## src/rtl/hazard_forward_ctrl.sv

```systemverilog
// rtl/hazard_forward_ctrl.sv - EX operand forwarding selects and load-use stall control
// Optional stall performance counter enabled by defining HAZARD_PERF_CNT_EN.
module hazard_forward_ctrl #(
    parameter int REG_ADDR_W = 5,
    parameter int CNT_W      = 16
) (
    input  logic                  clk,
    input  logic                  rst_n,
    input  logic                  id_valid,
    input  logic [REG_ADDR_W-1:0] id_rs1,
    input  logic [REG_ADDR_W-1:0] id_rs2,
    input  logic                  id_uses_rs1,
    input  logic                  id_uses_rs2,
    input  logic [REG_ADDR_W-1:0] id_rd,
    input  logic                  id_regwrite,
    input  logic                  id_memread,
    input  logic                  flush,
    output logic                  fwd_a_s0,
    output logic                  fwd_a_s1,
    output logic                  fwd_b_s0,
    output logic                  fwd_b_s1,
    output logic                  stall,
    output logic [CNT_W-1:0]      stall_cnt
);

    logic                  ex_valid_q, ex_valid_d;
    logic [REG_ADDR_W-1:0] ex_rd_q, ex_rd_d;
    logic                  ex_regwrite_q, ex_regwrite_d;
    logic                  ex_memread_q, ex_memread_d;
    logic [REG_ADDR_W-1:0] ex_rs1_q, ex_rs1_d;
    logic [REG_ADDR_W-1:0] ex_rs2_q, ex_rs2_d;
    logic                  ex_uses_rs1_q, ex_uses_rs1_d;
    logic                  ex_uses_rs2_q, ex_uses_rs2_d;

    logic                  mem_valid_q, mem_valid_d;
    logic [REG_ADDR_W-1:0] mem_rd_q, mem_rd_d;
    logic                  mem_regwrite_q, mem_regwrite_d;
    logic                  mem_memread_q, mem_memread_d;

    logic                  wb_valid_q, wb_valid_d;
    logic [REG_ADDR_W-1:0] wb_rd_q, wb_rd_d;
    logic                  wb_regwrite_q, wb_regwrite_d;
    logic                  wb_memread_q, wb_memread_d;

    logic ex_is_load_dst;
    logic mem_writes, wb_writes;

    // Load in EX whose nonzero destination is read by the ID instruction.
    always_comb begin
        ex_is_load_dst = ex_valid_q && ex_memread_q && ex_regwrite_q &&
                         (ex_rd_q != '0);
        stall = id_valid && ex_is_load_dst &&
                ((id_uses_rs1 && (id_rs1 == ex_rd_q)) ||
                 (id_uses_rs2 && (id_rs2 == ex_rd_q)));
    end

    always_comb begin
        mem_writes = mem_valid_q && mem_regwrite_q && (mem_rd_q != '0);
        wb_writes  = wb_valid_q && wb_regwrite_q && (wb_rd_q != '0);
        fwd_a_s0 = ex_valid_q && ex_uses_rs1_q && mem_writes && (mem_rd_q == ex_rs1_q);
        fwd_a_s1 = ex_valid_q && ex_uses_rs1_q && wb_writes && (wb_rd_q == ex_rs1_q) &&
                   !fwd_a_s0;
        fwd_b_s0 = ex_valid_q && ex_uses_rs2_q && mem_writes && (mem_rd_q == ex_rs2_q);
        fwd_b_s1 = ex_valid_q && ex_uses_rs2_q && wb_writes && (wb_rd_q == ex_rs2_q) &&
                   !fwd_b_s0;
    end

    always_comb begin
        ex_valid_d    = id_valid && !stall && !flush;
        ex_rd_d       = id_rd;
        ex_regwrite_d = id_regwrite;
        ex_memread_d  = id_memread;
        ex_rs1_d      = id_rs1;
        ex_rs2_d      = id_rs2;
        ex_uses_rs1_d = id_uses_rs1;
        ex_uses_rs2_d = id_uses_rs2;

        mem_valid_d    = ex_valid_q;
        mem_rd_d       = ex_rd_q;
        mem_regwrite_d = ex_regwrite_q;
        mem_memread_d  = ex_memread_q;

        wb_valid_d    = mem_valid_q;
        wb_rd_d       = mem_rd_q;
        wb_regwrite_d = mem_regwrite_q;
        wb_memread_d  = mem_memread_q;
    end

    always_ff @(posedge clk or negedge rst_n) begin
        if (!rst_n) begin
            ex_valid_q     <= 1'b0;
            ex_rd_q        <= '0;
            ex_regwrite_q  <= 1'b0;
            ex_memread_q   <= 1'b0;
            ex_rs1_q       <= '0;
            ex_rs2_q       <= '0;
            ex_uses_rs1_q  <= 1'b0;
            ex_uses_rs2_q  <= 1'b0;
            mem_valid_q    <= 1'b0;
            mem_rd_q       <= '0;
            mem_regwrite_q <= 1'b0;
            mem_memread_q  <= 1'b0;
            wb_valid_q     <= 1'b0;
            wb_rd_q        <= '0;
            wb_regwrite_q  <= 1'b0;
            wb_memread_q   <= 1'b0;
        end else begin
            ex_valid_q     <= ex_valid_d;
            ex_rd_q        <= ex_rd_d;
            ex_regwrite_q  <= ex_regwrite_d;
            ex_memread_q   <= ex_memread_d;
            ex_rs1_q       <= ex_rs1_d;
            ex_rs2_q       <= ex_rs2_d;
            ex_uses_rs1_q  <= ex_uses_rs1_d;
            ex_uses_rs2_q  <= ex_uses_rs2_d;
            mem_valid_q    <= mem_valid_d;
            mem_rd_q       <= mem_rd_d;
            mem_regwrite_q <= mem_regwrite_d;
            mem_memread_q  <= mem_memread_d;
            wb_valid_q     <= wb_valid_d;
            wb_rd_q        <= wb_rd_d;
            wb_regwrite_q  <= wb_regwrite_d;
            wb_memread_q   <= wb_memread_d;
        end
    end

`ifdef HAZARD_PERF_CNT_EN
    logic [CNT_W-1:0] stall_cnt_q, stall_cnt_d;

    always_comb begin
        stall_cnt_d = stall_cnt_q;
        if (stall && (stall_cnt_q != {CNT_W{1'b1}})) begin
            stall_cnt_d = stall_cnt_q + 1'b1;
        end
    end

    always_ff @(posedge clk or negedge rst_n) begin
        if (!rst_n) begin
            stall_cnt_q <= '0;
        end else begin
            stall_cnt_q <= stall_cnt_d;
        end
    end

    assign stall_cnt = stall_cnt_q;
`else
    assign stall_cnt = '0;
`endif

endmodule

```

## config.mk

```make
export PLATFORM = sky130hd
export DESIGN_NAME = hazard_forward_ctrl
export DESIGN_NICKNAME = d
export VERILOG_FILES = /design/src/rtl/hazard_forward_ctrl.sv
export SDC_FILE = /design/constraint.sdc
export NUM_CORES = 1
export LEC_CHECK = 0
export CELL_PAD_IN_SITES_DETAIL_PLACEMENT = 0
export CELL_PAD_IN_SITES_GLOBAL_PLACEMENT = 1
export CORE_MARGIN = 3
export CORE_UTILIZATION = 32
export DETAILED_ROUTE_END_ITERATION = 10
export PLACE_DENSITY_LB_ADDON = 0.1
export SYNTH_ARGS = -nofsm -noshare
export SYNTH_HDL_FRONTEND = slang
export SYNTH_SLANG_ARGS = --single-unit
```

## constraint.sdc

```tcl
create_clock -name clk -period 1.71 [get_ports clk]
set_clock_uncertainty 0.2 [all_clocks]
set_input_delay 0.4275 -clock clk [delete_from_list [all_inputs] [get_ports clk]]
set_output_delay 0.4275 -clock clk [all_outputs]
set_load 0.1 [all_outputs]
```

# == Word level (Yosys, flattened, before mapping) ==
# Cells that the tools add are included.
# totals
reg_bits,34
out_inout_bits,21
# classes
n_reduce_logical,33
eq_ne,6
# op_table
operator,n
equality test 5 bit,6
logical AND 1 bit,25
nonzero test 5 bit,3
logical NOT 1 bit,4
logical OR 1 bit,1

# == Depth between registers and ports, before layout ==
# Gate-level depths: netlist of the first run.
# depth
depth_word,8
ltp_mapped,4
ltp_nobuf,4

# == Worst setup path after synthesis of the first run ==
# Ideal clock, no wire load.
# synth_path
kind,reg2out
start,register mem_rd_q[0]
end,output fwd_a_s1
path_buffers,0
path_stages_with_launch,5
t_arrival_ns,5.286
path_slack_ns,-4.204
path_cell_list,dfrtp_1 -> xnor2_1 -> nand4_1 -> nor4_1 -> nor2_1
# synth_via
elab_chain_cells,6
# synth_lines
element,line_no,rtl
"start, declared",36,"logic [REG_ADDR_W-1:0] mem_rd_q, mem_rd_d;"
"start signal, assigned",117,mem_rd_q <= mem_rd_d;
nonzero test 5 bit,58,mem_writes = mem_valid_q && mem_regwrite_q && (mem_rd_q != '0);
logical AND 1 bit,58,
logical AND 1 bit,60,fwd_a_s0 = ex_valid_q && ex_uses_rs1_q && mem_writes && (mem_rd_q == ex_rs1_q);
logical AND 1 bit *,60,
via fwd_a_s0,18,"output logic fwd_a_s0,"
logical NOT 1 bit *,62,!fwd_a_s0;
logical AND 1 bit *,61,fwd_a_s1 = ex_valid_q && ex_uses_rs1_q && wb_writes && (wb_rd_q == ex_rs1_q) &&
"end, declared",19,"output logic fwd_a_s1,"
# Mark *: on every way through the listed nets, which the timed path passes. The rest lies on a longest branch.

# == Final worst setup path of the first run ==
# layout_path
start,register wb_rd_q[3]
end,output fwd_a_s1
# layout_via
elab_chain_cells,5
# layout_lines
element,line_no,rtl
"start, declared",41,"logic [REG_ADDR_W-1:0] wb_rd_q, wb_rd_d;"
"start signal, assigned",121,wb_rd_q <= wb_rd_d;
nonzero test 5 bit,59,wb_writes = wb_valid_q && wb_regwrite_q && (wb_rd_q != '0);
logical AND 1 bit,59,
logical AND 1 bit,61,
logical AND 1 bit * (2 in series),61,
# Every way passes the cells marked *; elsewhere a longest branch is shown, timed or not.

==> impl_results.md, run 1 <==
- Routability cong.: 0.739
- Final wirelength: 2.77 mm
- Max-cap violations: 0
- Worst-path maximum fanout: 2
- Dpl hpwl: 2.24 mm
- Worst reg2reg startpoint: ex_rd_q[0]
- Avg Inst Size Synth: 13.4 sq um
- HP Start: ex_regwrite_q
- Unrepaired setup endpoints after global routing: yes
- Htree depth: 2
- Period utilisation layout: 149%
- Deepest clock path buffer count: 2
- Ports: 44
- #FFs+latches synth: 34
- Initial drt markers: 12
- Distinct cells, synth: 20
- # rows: 23
- Global route overflow: 0
- Critical Path Source: wb_rd_q[3]
- Fmax: 394 MHz
- Post-layout util: 53.1%
- Tmin final: 2540 ps
- Area growth syn-to-layout: 55.4%
- Data arrival, critical path: 1910 ps
- Initial antenna violation count: 0
- Clock transition at the registers of the reported paths: 60 ps
- Yosys warns: 0
- Avg Vias per Cell: 4.17
- Crit Path Class: reg2out
- Total Routing Usage GR: 12.3%
- # hold bufs at CTS: 0
- Fill cell count: 362
- Leakage dissipation: 0.991 nW
- # port buffers: 27
- Clock root cell: clkbuf_8
- Drt wl/cell: 12.4 um
- Sequential Area: 851 sq um
- Inserted Diodes: 0
- Number of global-route vias before repair: 1,015
- Startpoint types: register
- Initial Utilization: 34.1%
- Max-slew violations: 0
- Commonest non-fill, non-tap cell in the layout: dfrtp_1
- Pwr Density: 842 mW/mm^2
- Violated checks: setup timing
- Mapped Cells: 106
- Hold Violations, Final: 0
- DRC violation count after routing: 0
- Global-route wire length before repair: 4.66 mm
- Die width: 72.5 um
- Area of the multi-input gates: 606 sq um
- Worst Path Required: 1080 ps
- Most frequent cells in the layout: dfrtp_1 (34), buf_4 (28), conb_1 (16), xor2_1 (14), clkdlybuf4s50_1 (14)
- Dpl ws: -1030 ps
- Sequential area share after synthesis: 60.1%
- Number of nets in the layout: 195
- TritonCTS clock tree: yes
- Hold Path Class: reg2reg
- Die Ht: 72.5 um
- Final Setup Violations: 6
- Post-synthesis cell area: 0.00142 sq mm
- Clock sink total: 34
- Pin count of the biggest net entering global routing: 35
- Vias post-DR: 930
- Final WS setup: -831 ps
- Core area: 0.00414 sq mm
- Final setup TNS: -3870 ps
- Final ANT Viol Nets: 0
- Total CTS buffers: 5
- Worst-Skew Late Latency: 280 ps
- Drt pass-1 iters: 3
- Layout cells sized above 1: 34.7%
- Endpoint class of the critical path: primary output
- Peak VDD IR: 0.570 mV
- Outcome: complete, but fails checks
- Die Area: 0.00526 sq mm
[routing by layer]
layer	track usage [%]	wire [um]	up-vias
li1	-	-	458
met1	13.2	1070	424
met2	20.8	1430	41
met3	4.99	204	7
met4	6.15	67	0
met5	0	0	-
[worst max-delay path, cell delays in order (launching register included)]
cell,delay [ps]
dfrtp_1,400
buf_6,130
xnor2_1,140
nand4_1,110
or4_4,550
nor2_4,110
buf_12,180
[synthesized netlist by cell type (all sizes together)]
master / number / share of area, %
nor3b: 1 / 0.53
inv: 1 / 0.26
nor4: 4 / 1.8
nand2: 1 / 0.26
buf: 16 / 8.5
a32oi: 1 / 0.62
nand4: 4 / 1.8
nor3: 2 / 1.4
nand3: 1 / 0.35
dfrtp: 34 / 60
and2: 1 / 0.44
conb: 1 / 0.26
xnor2: 16 / 9.9
o2111ai: 1 / 0.62
o211a: 1 / 0.71
nor2: 1 / 0.26
o211ai: 2 / 1.4
or4: 4 / 2.1
xor2: 14 / 8.7
[worst paths after layout]
path | to | slack [ps] | cells after the start
max | fwd_a_s1 | -830 | 6
min in group asynchronous | wb_rd_q[2] | 300 | 2
min | mem_regwrite_q | 180 | 0
max reg2reg | ex_valid_q | -30 | 5
max in group asynchronous | ex_rd_q[2] | 830 | 2
min reg2reg | mem_regwrite_q | 180 | 0
[what timing repair did]
item                       CTS  global route
pin swaps                   10            10
gates resized for setup     16             6
hold endpoints to repair     0             0
setup buffers                2             1
setup endpoints to repair    6             6
[kinds of logic (layout without fill, tap and decap cells)]
| logic type | count (synthesis) | in the layout | share of synthesized area [%] |
|---|---|---|---|
| compound gates | 5 | 5 | 3.36 |
| flops | 34 | 34 | 60.1 |
| other cells | 1 | 16 | 0.265 |
| buf+inv | 17 | 69 | 8.75 |
| simple gates | 19 | 19 | 8.93 |
| xor+xnor | 30 | 30 | 18.6 |
[registers in the layout, summed over array words and instances (netlist names)]
name,flops
ex_uses_rs1_q,1
mem_rd_q,5
ex_rs1_q,5
mem_valid_q,1
wb_valid_q,1
wb_rd_q,5
wb_regwrite_q,1
ex_rs2_q,5
ex_memread_q,1
ex_uses_rs2_q,1
ex_rd_q,5
mem_regwrite_q,1
ex_regwrite_q,1
ex_valid_q,1
[where the power goes]
| group | switching, mW | internal [mW] | leakage (nW) |
|---|---|---|---|
| Clock | 0.268 | 0.324 | 0.0482 |
| Combinational | 0.239 | 0.140 | 0.543 |
| Sequential | 0.0372 | 0.846 | 0.400 |
[layout make-up]
| class | instances | area share [%] |
|---|---|---|
| Clock buffer | 7 | 3.92 |
| Clock inverter | 1 | 0.228 |
| Inverter | 1 | 0.171 |
| Multi-Input combinational cell | 70 | 27.5 |
| Sequential cell | 34 | 38.7 |
| Tap cell | 50 | 2.84 |
| Timing Repair Buffer | 60 | 26.6 |
[per-stage QoR]
step	instances	power [mW]	hold WS, ps	cell area (sq um)
after floorplan	121	1.14	-68.1	1520
after global placement	212	1.26	171	2020
after detailed placement	212	1.26	170	2020
after CTS	222	1.87	184	2160
after global routing	223	1.95	196	2200
final	223	1.85	181	2200
(Power assumes the default switching activity.)
==> inputs of run 2 (changes only) <==
GPL_ROUTABILITY_DRIVEN = 0   (was default)
REMOVE_ABC_BUFFERS = 1   (was default)
==> impl_results.md, run 2 (synthesis results as in run 1) <==
- HP Start: id_rs1[3]
- DR top layer: met4
- Peak VDD IR: 0.553 mV (-2.9%)
- Startpoint types: register
- Deepest clock path buffer count: 2 (unchanged)
- Final setup TNS: -3950 ps (-80.6 ps)
- Core area: 0.00414 sq mm (unchanged)
- Pin count of the biggest net entering global routing: 35 (unchanged)
- Initial antenna violation count: 0 (unchanged)
- Final WS setup: -847 ps (-15.5 ps)
- Commonest non-fill, non-tap cell in the layout: dfrtp_1
- Total Routing Usage GR: 11.9% (-0.35 points)
- R2R Setup Slk: -10 ps (+20 ps)
- Initial drt markers: 9 (-3)
- Hold Path Class: in2reg
- # hold bufs at CTS: 0 (unchanged)
- Layout cells sized above 1: 32.5% (-2.1 points)
- Worst path cell trace: buf_6, or4_4, o2111ai_4, nor3b_2, buf_4, buf_12
- Number of nets in the layout: 191 (-2.1%)
- Number of global-route vias before repair: 985 (-3.0%)
- Die width: 72.5 um (unchanged)
- TritonCTS clock tree: yes
- Fill cell count: 370 (+2.2%)
- Clock transition at the registers of the reported paths: 60 ps (about the same)
- Worst path bufs/invs: 3 (+1)
- Htree depth: 2 (unchanged)
- Global route overflow: 0 (unchanged)
- Family with the most delay on the worst path: simple AND/OR/NAND/NOR gates
- Drt pass-1 iters: 4 (+1)
- Worst reg2reg startpoint: ex_rd_q[4]
- Worst-Skew Late Latency: 280 ps (about the same)
- Max-cap violations: 0 (unchanged)
- Unrepaired setup endpoints after global routing: yes
- Final ANT Viol Nets: 0 (unchanged)
- Die Ht: 72.5 um (unchanged)
- Total CTS buffers: 5 (unchanged)
- Ports: 44 (unchanged)
- Avg Vias per Cell: 4.26 (+2.2%)
- Tmin final: 2560 ps (+15.5 ps)
- Final Cell Area: 0.00216 sq mm (-1.9%)
- Data arrival, critical path: 1930 ps (+20 ps)
- Final wirelength: 2.70 mm (-2.5%)
- Endpoint class of the critical path: primary output
- Slowest stage delay, CP: 540 ps (about the same)
- Vias post-DR: 933 (+0.32%)
- Hold Violations, Final: 0 (unchanged)
- Fmax: 391 MHz (-0.61%)
- Inserted Diodes: 0 (unchanged)
- Max-slew violations: 0 (unchanged)
- Violated checks: setup timing
- Period utilisation layout: 150% (+0.91 points)
- Most frequent cells in the layout: dfrtp_1 (33), buf_4 (26), xnor2_1 (16), conb_1 (16)
- Final Power: 1.92 mW (+3.4%)
- Initial Utilization: 34.1% (unchanged)
- Dpl hpwl: 2.18 mm (-2.4%)
- Drt wl/cell: 12.3 um (-0.74%)
- Pwr Density: 888 mW/mm^2 (+5.4%)
- Worst-path maximum fanout: 3 (+1)
- Area growth syn-to-layout: 52.4%
- Cell depth of the worst flop-to-flop path: 4 (-1)
- Area after DPL: 0.00195 sq mm (-3.4%)
- Slowest CP cell: or4_4
- Final Setup Violations: 6 (unchanged)
- WL met2: 1.41 mm (-1.4%)
- Leakage dissipation: 0.953 nW (-3.9%)
- Clock sink total: 34 (unchanged)
- Worst Path Required: 1080 ps (about the same)
- # rows: 23 (unchanged)
- Hold path depth: 1 (+1)
- DRC violation count after routing: 0 (unchanged)
- Crit Path Class: reg2out
- Clock root cell: clkbuf_8
- Hold EP: ex_rs1_q[3]
- Outcome: complete, but fails checks
- Met1 Routed Length: 1.08 mm (+0.94%)
- WL met3: 154 um (-25%)
- # port buffers: 27 (unchanged)
- Die Area: 0.00526 sq mm (unchanged)
- Crit Reg-Reg Endpoint: ex_valid_q
- Global-route wire length before repair: 4.60 mm (-1.3%)
[run 2: through the flow]
step                setup slack, ps  instances  utilization (%)  hold slack [ps]
finish                         -847        219             52.1              110
global route                   -959        219             52.1              114
CTS                            -903        218             50.7              209
detailed placement            -1100        209             47.0              176
global placement              -1100        209             47.0              167
floorplan                     -4200        105                -            -68.1
[run 2: timing repair]
| item | in CTS | in global routing |
|---|---|---|
| buffers inserted | 3 | 1 |
| pin swaps | 5 | 8 |
| endpoints found under the setup margin | 6 | 6 |
| gates cloned | 0 | 0 |
| hold endpoints to repair | 0 | 0 |
| resized for setup | 13 | 10 |
[run 2: how the worst max path moves through the flow]
stage | slack, ps | cells past startpoint | from | endpoint
CTS | -900 | 7 | ex_rd_q[1] | stall
detailed placement | -1100 | 8 | id_rs2[4] | stall
floorplan | -4200 | 4 | mem_rd_q[0] | fwd_a_s1
global route | -960 | 7 | ex_rd_q[4] | stall
global placement | -1100 | 8 | id_rs2[4] | stall
finish | -850 | 6 | ex_rd_q[4] | stall
[run 2: layer usage]
layer	global-route usage, %	vias to the layer above
met4	5.53	0
met5	0	-
met3	3.88	7
li1	-	451
met1	13.7	439
met2	20.2	36
[run 2: layout make-up]
cell class / instances / area (sq um) / area share [%]
Timing Repair Buffer: 56 / 556 / 25.8
Tap cell: 50 / 62.6 / 2.90
Multi-Input combinational cell: 70 / 573 / 26.6
Sequential cell: 34 / 852 / 39.5
Inverter: 1 / 3.75 / 0.174
Clock buffer: 8 / 110 / 5.10
[run 2: worst register-to-register path, cell delays in order, from the launching register on]
cell and delay [ps]:
dfrtp_1 390, buf_6 130, or4_4 540, o2111ai_4 220, o211a_1 190
[run 2: power by group]
group	internal, mW	total (mW)	switching [mW]
clock	0.406	0.670	0.264
combinational	0.129	0.366	0.237
sequential	0.846	0.879	0.0333
total	1.38	1.92	0.535
==> inputs of run 3 (changes only) <==
CAP_MARGIN = 40   (was default)
==> results of run 3 <==
Final layout, timing and power as in run 2 (identical DEF).
